<file path="config.mk">
export PLATFORM = sky130hd
export DESIGN_NAME = series_to_parrel_sync
export DESIGN_NICKNAME = d
export VERILOG_FILES = /design/src/rtl/series_to_parrel_pkg.sv /design/src/rtl/sp_shift_reg.sv /design/src/rtl/series_to_parrel_sync.sv
export SDC_FILE = /design/constraint.sdc
export NUM_CORES = 1
export LEC_CHECK = 0
export BUFFER_PORTS_ARGS = -buffer_cell sky130_fd_sc_hd__buf_2
export CAP_MARGIN = 20
export CORE_MARGIN = 2
export CORE_UTILIZATION = 25
export CTS_CLUSTER_DIAMETER = 200
export DETAILED_ROUTE_END_ITERATION = 10
export GPL_TIMING_DRIVEN = 0
export PLACE_DENSITY = 0.47
export SYNTH_ARGS = -nofsm -noshare
export SYNTH_HDL_FRONTEND = slang
export SYNTH_SLANG_ARGS = --single-unit
</file>
<file path="constraint.sdc">
create_clock -name clk_16 -period 2.55 [get_ports clk_16]
set_clock_uncertainty 0.2 [all_clocks]
set_input_delay 0.51 -clock clk_16 [delete_from_list [all_inputs] [get_ports clk_16]]
set_output_delay 0.51 -clock clk_16 [all_outputs]
set_load 0.1 [all_outputs]
</file>
<file path="src/rtl/series_to_parrel_pkg.sv">
// series_to_parrel_pkg
// Shared definitions for the serial-to-parallel frame synchroniser:
//   - sp_state_e      : frame-sync FSM state encoding (HUNT / DATA / CHECK)
//   - SP_DEFAULT_SYNC : default frame sync pattern (low WIDTH bits are used)
//   - SP_MSB_FIRST / SP_LSB_FIRST : bit-order selector values for MSB_FIRST
package series_to_parrel_pkg;

  typedef enum logic [1:0] {
    ST_HUNT  = 2'd0,
    ST_DATA  = 2'd1,
    ST_CHECK = 2'd2
  } sp_state_e;

  localparam logic [31:0] SP_DEFAULT_SYNC = 32'h0000_EB90;

  localparam int SP_MSB_FIRST = 1;
  localparam int SP_LSB_FIRST = 0;

endpackage

</file>
<file path="src/rtl/sp_shift_reg.sv">
// sp_shift_reg
// WIDTH-bit shift window with selectable direction. With MSB_FIRST the
// oldest bit drifts towards q[WIDTH-1]; otherwise towards q[0]. After WIDTH
// shifts the first bit of a word therefore sits in the selected end.
// Ports:
//   clk_16   in   clock, rising edge
//   reset    in   synchronous active-high clear (wins over shift_en)
//   shift_en in   shift one bit in this cycle
//   din      in   serial bit to shift in
//   q        out  current window contents
module sp_shift_reg
  import series_to_parrel_pkg::*;
#(
  parameter int WIDTH     = 16,
  parameter int MSB_FIRST = SP_MSB_FIRST
) (
  input  logic             clk_16,
  input  logic             reset,
  input  logic             shift_en,
  input  logic             din,
  output logic [WIDTH-1:0] q
);

  logic [WIDTH-1:0] win_q;
  logic [WIDTH-1:0] win_d;

  always_comb begin
    win_d = win_q;
    if (shift_en) begin
      if (MSB_FIRST == SP_MSB_FIRST) begin
        win_d = {win_q[WIDTH-2:0], din};
      end else begin
        win_d = {din, win_q[WIDTH-1:1]};
      end
    end
  end

  always_ff @(posedge clk_16) begin
    if (reset) begin
      win_q <= '0;
    end else begin
      win_q <= win_d;
    end
  end

  assign q = win_q;

endmodule

</file>
<file path="src/rtl/series_to_parrel_sync.sv">
// series_to_parrel_sync
// Serial-to-parallel converter with frame synchronisation. A frame is a
// sync word followed by FRAME_WORDS data words. The receiver hunts for the
// sync pattern in a sliding window, then delivers each data word on sig_use
// with a one-cycle word_valid pulse, and verifies the sync word at the end of
// every frame. MAX_MISS consecutive bad syncs drop lock and restart the hunt;
// fewer misses are bridged (flywheel) while locked stays high.
//
// Optional feature (macro SP_PARITY_EN): every data word is followed by one
// even-parity bit; parity_err pulses with word_valid on an odd popcount of
// data+parity. Sync words never carry parity. When the macro is undefined
// parity_err is constant 0.
//
// Ports:
//   clk_16     in   single clock, all logic on the rising edge
//   reset      in   synchronous active-high reset
//   sig_reb    in   serial data, sampled only when bit_en=1
//   bit_en     in   one-cycle bit sample strobe
//   sig_use    out  last assembled data word, held between updates
//   word_valid out  one-cycle pulse when sig_use is updated
//   locked     out  high while frame-locked
//   parity_err out  parity failure pulse, coincident with word_valid
module series_to_parrel_sync
  import series_to_parrel_pkg::*;
#(
  parameter int               WIDTH       = 16,
  parameter logic [WIDTH-1:0] SYNC_WORD   = WIDTH'(SP_DEFAULT_SYNC),
  parameter int               FRAME_WORDS = 4,
  parameter int               MAX_MISS    = 2,
  parameter int               MSB_FIRST   = SP_MSB_FIRST
) (
  input  logic             clk_16,
  input  logic             reset,
  input  logic             sig_reb,
  input  logic             bit_en,
  output logic [WIDTH-1:0] sig_use,
  output logic             word_valid,
  output logic             locked,
  output logic             parity_err
);

`ifdef SP_PARITY_EN
  localparam int PAR_BITS = 1;
`else
  localparam int PAR_BITS = 0;
`endif

  // Bits per data word on the line (data plus optional parity bit).
  localparam int DW      = WIDTH + PAR_BITS;
  localparam int BIT_CW  = $clog2(DW) + 1;
  localparam int WORD_CW = $clog2(FRAME_WORDS) + 1;
  localparam int MISS_CW = $clog2(MAX_MISS) + 1;

  sp_state_e            state_q, state_d;
  logic [BIT_CW-1:0]    bit_cnt_q, bit_cnt_d;
  logic [WORD_CW-1:0]   word_cnt_q, word_cnt_d;
  logic [MISS_CW-1:0]   miss_cnt_q, miss_cnt_d;
  logic [WIDTH-1:0]     sig_use_q, sig_use_d;
  logic                 word_valid_q, word_valid_d;
  logic                 locked_q, locked_d;
`ifdef SP_PARITY_EN
  logic [WIDTH-1:0]     hold_q, hold_d;
  logic                 parity_err_q, parity_err_d;
`endif

  logic [WIDTH-1:0]     win_q;
  logic [WIDTH-1:0]     win_next;
  logic                 sync_hit;
  logic                 bit_last_data;
  logic                 bit_last_word;
  logic                 word_last;
  logic [MISS_CW-1:0]   miss_inc;
  logic                 miss_limit;

  sp_shift_reg #(
    .WIDTH     (WIDTH),
    .MSB_FIRST (MSB_FIRST)
  ) u_shift (
    .clk_16   (clk_16),
    .reset    (reset),
    .shift_en (bit_en),
    .din      (sig_reb),
    .q        (win_q)
  );

  // Window as it will look after the current bit is shifted in; sync
  // detection and word capture act on the same edge that samples the bit.
  always_comb begin
    if (MSB_FIRST == SP_MSB_FIRST) begin
      win_next = {win_q[WIDTH-2:0], sig_reb};
    end else begin
      win_next = {sig_reb, win_q[WIDTH-1:1]};
    end
  end

  assign sync_hit      = (win_next == SYNC_WORD);
  assign bit_last_data = (bit_cnt_q == BIT_CW'(WIDTH - 1));
  assign bit_last_word = (bit_cnt_q == BIT_CW'(DW - 1));
  assign word_last     = (word_cnt_q == WORD_CW'(FRAME_WORDS - 1));
  assign miss_inc      = miss_cnt_q + 1'b1;
  assign miss_limit    = (miss_inc == MISS_CW'(MAX_MISS));

  // State register
  always_ff @(posedge clk_16) begin
    if (reset) begin
      state_q <= ST_HUNT;
    end else begin
      state_q <= state_d;
    end
  end

  // Next-state logic; nothing moves without a bit strobe.
  always_comb begin
    state_d = state_q;
    if (bit_en) begin
      case (state_q)
        ST_HUNT: begin
          if (sync_hit) state_d = ST_DATA;
        end
        ST_DATA: begin
          if (bit_last_word && word_last) state_d = ST_CHECK;
        end
        ST_CHECK: begin
          if (bit_last_data) begin
            state_d = (sync_hit || !miss_limit) ? ST_DATA : ST_HUNT;
          end
        end
        default: state_d = ST_HUNT;
      endcase
    end
  end

  // Counters and output next-state logic.
  always_comb begin
    bit_cnt_d    = bit_cnt_q;
    word_cnt_d   = word_cnt_q;
    miss_cnt_d   = miss_cnt_q;
    sig_use_d    = sig_use_q;
    word_valid_d = 1'b0;
    locked_d     = locked_q;
`ifdef SP_PARITY_EN
    hold_d       = hold_q;
    parity_err_d = 1'b0;
`endif
    if (bit_en) begin
      case (state_q)
        ST_HUNT: begin
          if (sync_hit) begin
            bit_cnt_d  = '0;
            word_cnt_d = '0;
            miss_cnt_d = '0;
            locked_d   = 1'b1;
          end
        end
        ST_DATA: begin
          bit_cnt_d = bit_last_word ? '0 : bit_cnt_q + 1'b1;
          if (bit_last_word) begin
            word_cnt_d = word_last ? '0 : word_cnt_q + 1'b1;
          end
`ifdef SP_PARITY_EN
          // Data bits are parked while the trailing parity bit arrives.
          if (bit_last_data) hold_d = win_next;
          if (bit_last_word) begin
            sig_use_d    = hold_q;
            word_valid_d = 1'b1;
            parity_err_d = ^{hold_q, sig_reb};
          end
`else
          if (bit_last_word) begin
            sig_use_d    = win_next;
            word_valid_d = 1'b1;
          end
`endif
        end
        ST_CHECK: begin
          if (bit_last_data) begin
            bit_cnt_d = '0;
            if (sync_hit) begin
              miss_cnt_d = '0;
            end else if (miss_limit) begin
              miss_cnt_d = '0;
              locked_d   = 1'b0;
            end else begin
              miss_cnt_d = miss_inc;
            end
          end else begin
            bit_cnt_d = bit_cnt_q + 1'b1;
          end
        end
        default: begin
          locked_d = 1'b0;
        end
      endcase
    end
  end

  always_ff @(posedge clk_16) begin
    if (reset) begin
      bit_cnt_q    <= '0;
      word_cnt_q   <= '0;
      miss_cnt_q   <= '0;
      sig_use_q    <= '0;
      word_valid_q <= 1'b0;
      locked_q     <= 1'b0;
`ifdef SP_PARITY_EN
      hold_q       <= '0;
      parity_err_q <= 1'b0;
`endif
    end else begin
      bit_cnt_q    <= bit_cnt_d;
      word_cnt_q   <= word_cnt_d;
      miss_cnt_q   <= miss_cnt_d;
      sig_use_q    <= sig_use_d;
      word_valid_q <= word_valid_d;
      locked_q     <= locked_d;
`ifdef SP_PARITY_EN
      hold_q       <= hold_d;
      parity_err_q <= parity_err_d;
`endif
    end
  end

  assign sig_use    = sig_use_q;
  assign word_valid = word_valid_q;
  assign locked     = locked_q;
`ifdef SP_PARITY_EN
  assign parity_err = parity_err_q;
`else
  assign parity_err = 1'b0;
`endif

endmodule
</file>
; ---- After elaboration in Yosys (flattened, before gate mapping)
; Index checks and enable logic that the tools add are counted.
[word_totals]
inputBits = 4
output_inout_bits = 19
mem_count = 0
romBits = 0
latch_bits = 0
reg_bits = 45
ramBits = 0
[classes]
shift = 0
n_mux = 23
n_bitwise = 2
addsub = 3
n_reduce_logical = 15
div_mod_pow = 0
n_eq_ne = 12
mul = 0
order_cmp = 0
[op_table]
columns = operator, count
row1 = "equality test 16 bit, second input constant", 1
row2 = two-way mux 2 bit, 7
row3 = "!= test 2 bit, second input constant", 6
row4 = AND reduction 4 bit, 3
row5 = two-way mux 5 bit, 2
row6 = case mux 5 bit (2 select lines), 1
row7 = two-way mux 3 bit, 3
row8 = two-way mux 1 bit, 6
row9 = case mux 2 bit (3 select lines), 1
row10 = case mux 3 bit (2 select lines), 1
row11 = AND reduction 3 bit, 2
row12 = AND reduction 6 bit, 1
row13 = nonzero test 2 bit, 3
row14 = "adder 5 x 1 -> 5 bit, second input constant", 1
row15 = "equality test 5 x 4 -> 1 bit, second input constant", 1
row16 = "equality test 2 bit, second input constant", 2
row17 = case mux 2 bit (2 select lines), 1
row18 = "adder 3 x 1 -> 3 bit, second input constant", 1
row19 = "equality test 3 x 2 -> 1 bit, second input constant", 1
row20 = case mux 1 bit (3 select lines), 1
row21 = OR reduction 3 bit, 1
row22 = "adder 2 x 1 -> 2 bit, second input constant", 1
row23 = "equality test 2 x 1 -> 1 bit, second input constant", 1
row24 = logical NOT 2 bit, 1
row25 = 5 further kinds, 6

; ---- Logic depth before layout (Yosys ltp)
[depth]
depth_word = 7
mapped_depth = 8
mapped_depth_nobuf = 6

; ---- By module
; Synthesis repeated with hierarchy kept, for this count alone.
[hier_totals]
cells_unflattened = 210
area_unflattened_um2 = 2108.3
[modules_own_cells]
columns = module, instances, area_each_um2, cells_per_inst, seq_area_each_um2
row1 = series_to_parrel_sync, 1, 1527.7, 158, 600.6
row2 = sp_shift_reg, 1, 580.6, 52, 320.3

; ---- Least setup slack after synthesis
; Ideal clock, no wire load.
[synth_timing]
path_type = input-to-reg
startpoint = input sig_reb
endpoint = register bit_cnt_q[2]
slack_ps = 122
arrival_time_ps = 2095
stages = 5
t_required_ps = 2218
setup_time_ps = 132
cell_sequence = or4b_4 > or4_1 > and2_1 > o21ai_0 > a31oi_1
[synth_between]
elab_chain_len = 3
[synth_lines]
columns = element, line
row1 = "start, declared", series_to_parrel_sync.sv:34  ; input logic sig_reb,
row2 = equality test 16 bit, series_to_parrel_sync.sv:96  ; assign sync_hit = (win_next == SYNC_WORD);
row3 = != test 2 bit (no line), n/a
row4 = AND reduction 3 bit (no line), n/a
row5 = "end signal, assigned", series_to_parrel_sync.sv:210  ; bit_cnt_q <= bit_cnt_d;
row6 = "end, declared", series_to_parrel_sync.sv:55  ; logic [BIT_CW-1:0] bit_cnt_q, bit_cnt_d;
; No other way between the ends.
; A chain may end at the register's enable or synchronous reset.

; ---- Final worst setup path
[layout_timing]
startpoint = register u_shift.win_q[7] (netlist: u_shift.q[7])
endpoint = register bit_cnt_q[2]
[layout_between]
elab_chain_len = 3
[layout_lines]
columns = element, line
row1 = "start, declared", sp_shift_reg.sv:24  ; logic [WIDTH-1:0] win_q;
row2 = "start signal, assigned", sp_shift_reg.sv:42  ; win_q <= win_d;
row3 = equality test 16 bit, series_to_parrel_sync.sv:96
row4 = != test 2 bit (no line), n/a
row5 = AND reduction 3 bit (no line), n/a
; No other way between the ends.

==> flow_summary.toml <==
[timing]
post-route-period-util = 0.949
final-hold-violation-count = 0
unrepaired_setup_endpoints_after_global_routing = "false"
setup-violations-final = 0
finalWorstPathRequiredPeriod_ps = 2420
worst_hold_slack_ps = 254
max_clock_freq_mhz = 413
slew_headroom = 0.568
tightest_slew_ps = 648
timing.final.max_slew_violations = 0

[die]
fp.coreArea_sq_mm = 0.00733
die_x_um = 91.5
dieHeight_um = 91.5
die_outline_area_sq_mm = 0.00836
total_i_o_pin_count = 23
rows = 31
initial_core_util = 0.261

[drt]
routed_wirelength_um = 4230
drtAntennaViolNets = 0
top_routing_layer_in_use = "met4"
viasPerCell = 4.47
met2_length_um = 1920
route.vias.total = 1514
route.detailed.wl_per_inst_um = 12.5
m1WireLength_um = 2150
drt_first_iter_violations = 50
drc = 0
drt_pre_antenna_iters = 4
wl_met3_um = 121

[final_layout]
final_common_cell = "sky130_fd_sc_hd__dfxtp_1"
nFillCells = 776
flow.area_growth_from_synthesis_pct = 16.5
number_of_antenna_cells_inserted = 0
layout_common_cells = "sky130_fd_sc_hd__dfxtp_1, sky130_fd_sc_hd__nand2_1, sky130_fd_sc_hd__nor2_1, sky130_fd_sc_hd__a21oi_1, sky130_fd_sc_hd__buf_2"
fin_util = 0.304
drive_gt1_frac = 0.142
final_design_area_no_fill_sq_mm = 0.00223
finalNetCount = 250

[setup_path]
critPathMaxFanout = 5
worst-endpoint-arrival_ps = 2380
worstSetupEndpointType = "register"
path_class = "register to register"
worst_setup_sp_type = "register"
r2r_slack_ps = 130
timing.critical_path.required_ps = 2510

[global_route]
grt_max_degree = 14
grt.total_usage = 0.104
vias_in_the_first_global_route = 1383
globalRouteOverflowTotal = 0
grt_first_pass_wirelength_um = 6890
initial_antenna_violation_count = 0

[yosys]
synth_top_family_by_area = "simple AND/OR/NAND/NOR gates"
yosys_reg_bits = 45
synth_xor_area_frac = 0
synth.cell_area_sq_mm = 0.00191
mappedNetlistNets = 223
yosys_warnings = 0
syn_area_per_cell_sq_um = 8.98
synth_enable_flop_cells = 0
postSynth.asyncResetShare = 0
complex_gate_fraction_of_the_synthesized_area = 0.129
synth.yosys.seq_area_share = 0.471
synth_flop_cell = "sky130_fd_sc_hd__dfxtp_1"
synth_adder_area_share = 0.0393
synth_simple_gate_area_frac = 0.216
synth.distinct_cells = 43
muxShareOfSynthArea = 0.105
cells_after_synth = 213

[clocking]
cts_tree = "built"
cts-resized-gates = 0
clk_pin_slew_worst_paths_ps = 80
clk_lat_worst_skew_ps = 290
postCtsHoldBufs = 0
number_of_buffers_between_clock_root_and_the_deepest_sink = 2
number_of_buffers_added_by_the_clock_tree_synthesis_step = 5
post-cts-setup-buffer-count = 0
clock_sink_count = 45
cts-htree-levels = 2
clk_root_buffer_cell = "sky130_fd_sc_hd__clkbuf_8"

[outcome]
run_status = "finished clean"

[place]
detailed_place.area_sq_mm = 0.00214
io_buffer_count = 20
dp_hpwl_um = 2940
place.gp.congestion = 0.717

[worst_hold_path]
worst_min_delay_path_category = "register to register"

[power_and_ir_drop]
static-leakage-power_nw = 0.876
power_per_cell_area_mw_per_mm2 = 538
worst_ir_drop_vdd_mv = 0.193

[job]
max_cap_violations = 0
-- through the flow --
stage / total power, W / setup WS [ps] / cells / TNS (ps)
2_1_floorplan: 0.000754 / 122 / 213 / 0
3_3_place_gp: 0.000767 / -180 / 332 / -1170
3_5_place_dp: 0.000767 / -166 / 332 / -978
4_1_cts: 0.00123 / 48.5 / 339 / 0
5_1_grt: 0.00125 / 9.47 / 339 / 0
6_report: 0.00120 / 130 / 339 / 0
-- cells by family (layout without fill, tap and decap cells) --
family,Yosys count,after routing
and+or+nand+nor,85,85
DFF,45,45
AOI/OAI and AO/OA,38,38
adders and majority gates,6,6
muxes,20,20
other,1,1
buffers and inverters,18,45
-- report_power, final --
part	switching [W]	internal [W]	total, W	leakage [nW]
sequential	0.00000217	0.000704	0.000706	0.363
clock	0.000235	0.000214	0.000449	0.0433
combinational	0.0000321	0.0000116	0.0000437	0.470
total	0.000269	0.000930	0.00120	0.876
-- final cells by class --
| type | count | area (sq um) | area share |
|---|---|---|---|
| clock buffers | 6 | 82.6 | 0.0371 |
| well taps | 99 | 124 | 0.0556 |
| inverters | 5 | 18.8 | 0.00843 |
| clock inverters | 1 | 7.51 | 0.00337 |
| plain buffers | 13 | 53.8 | 0.0242 |
| flip-flops and latches | 45 | 901 | 0.404 |
| repair buffers | 20 | 100 | 0.0449 |
| multi-input cells | 150 | 940 | 0.422 |
-- critical path, stage by stage, from the launching register on --
cell                      delay, ps
sky130_fd_sc_hd__dfxtp_1        400
sky130_fd_sc_hd__or4b_4         510
sky130_fd_sc_hd__or4_1          640
sky130_fd_sc_hd__and2_1         250
sky130_fd_sc_hd__o21ai_0        200
sky130_fd_sc_hd__a31oi_1        100
-- worst paths after layout --
path | startpoint | endpoint | cells after the start
setup / recovery | u_shift.q[7] | bit_cnt_q[2] | 5
hold / removal | sig_use[11] | sig_use[11] | 2
setup reg to reg | u_shift.q[7] | bit_cnt_q[2] | 5
hold reg to reg | sig_use[11] | sig_use[11] | 2
-- per-layer routing --
metal  global-route usage  vias up
li1                     -      791
met1                0.136      702
met2                0.159       19
met3               0.0257        2
met4               0.0480        0
met5                    0        -
-- synth_stat cells (2+ instances only) --
library cell / count / area (sq um)
sky130_fd_sc_hd__nand4_1: 3 / 18.8
sky130_fd_sc_hd__o21ai_1: 3 / 15.0
sky130_fd_sc_hd__a21oi_1: 21 / 105
sky130_fd_sc_hd__buf_1: 2 / 7.51
sky130_fd_sc_hd__nand3_1: 4 / 20.0
sky130_fd_sc_hd__inv_1: 4 / 15.0
sky130_fd_sc_hd__ha_1: 6 / 75.1
sky130_fd_sc_hd__nand3b_1: 2 / 15.0
sky130_fd_sc_hd__o21ai_0: 3 / 15.0
sky130_fd_sc_hd__or3_1: 2 / 12.5
sky130_fd_sc_hd__nand2_1: 39 / 146
sky130_fd_sc_hd__mux2i_1: 19 / 190
sky130_fd_sc_hd__dfxtp_1: 45 / 901
sky130_fd_sc_hd__nor3b_1: 2 / 15.0
sky130_fd_sc_hd__nor2_1: 21 / 78.8
sky130_fd_sc_hd__clkbuf_1: 10 / 37.5
-- state kept, by name (all words and copies together) (netlist names) --
signal,flops
sig_use,16
u_shift.q,15
bit_cnt_q,5
word_cnt_q,3
miss_cnt_q,2
state_q,2
locked,1
word_valid,1
Power figures use the tool's default switching activity.
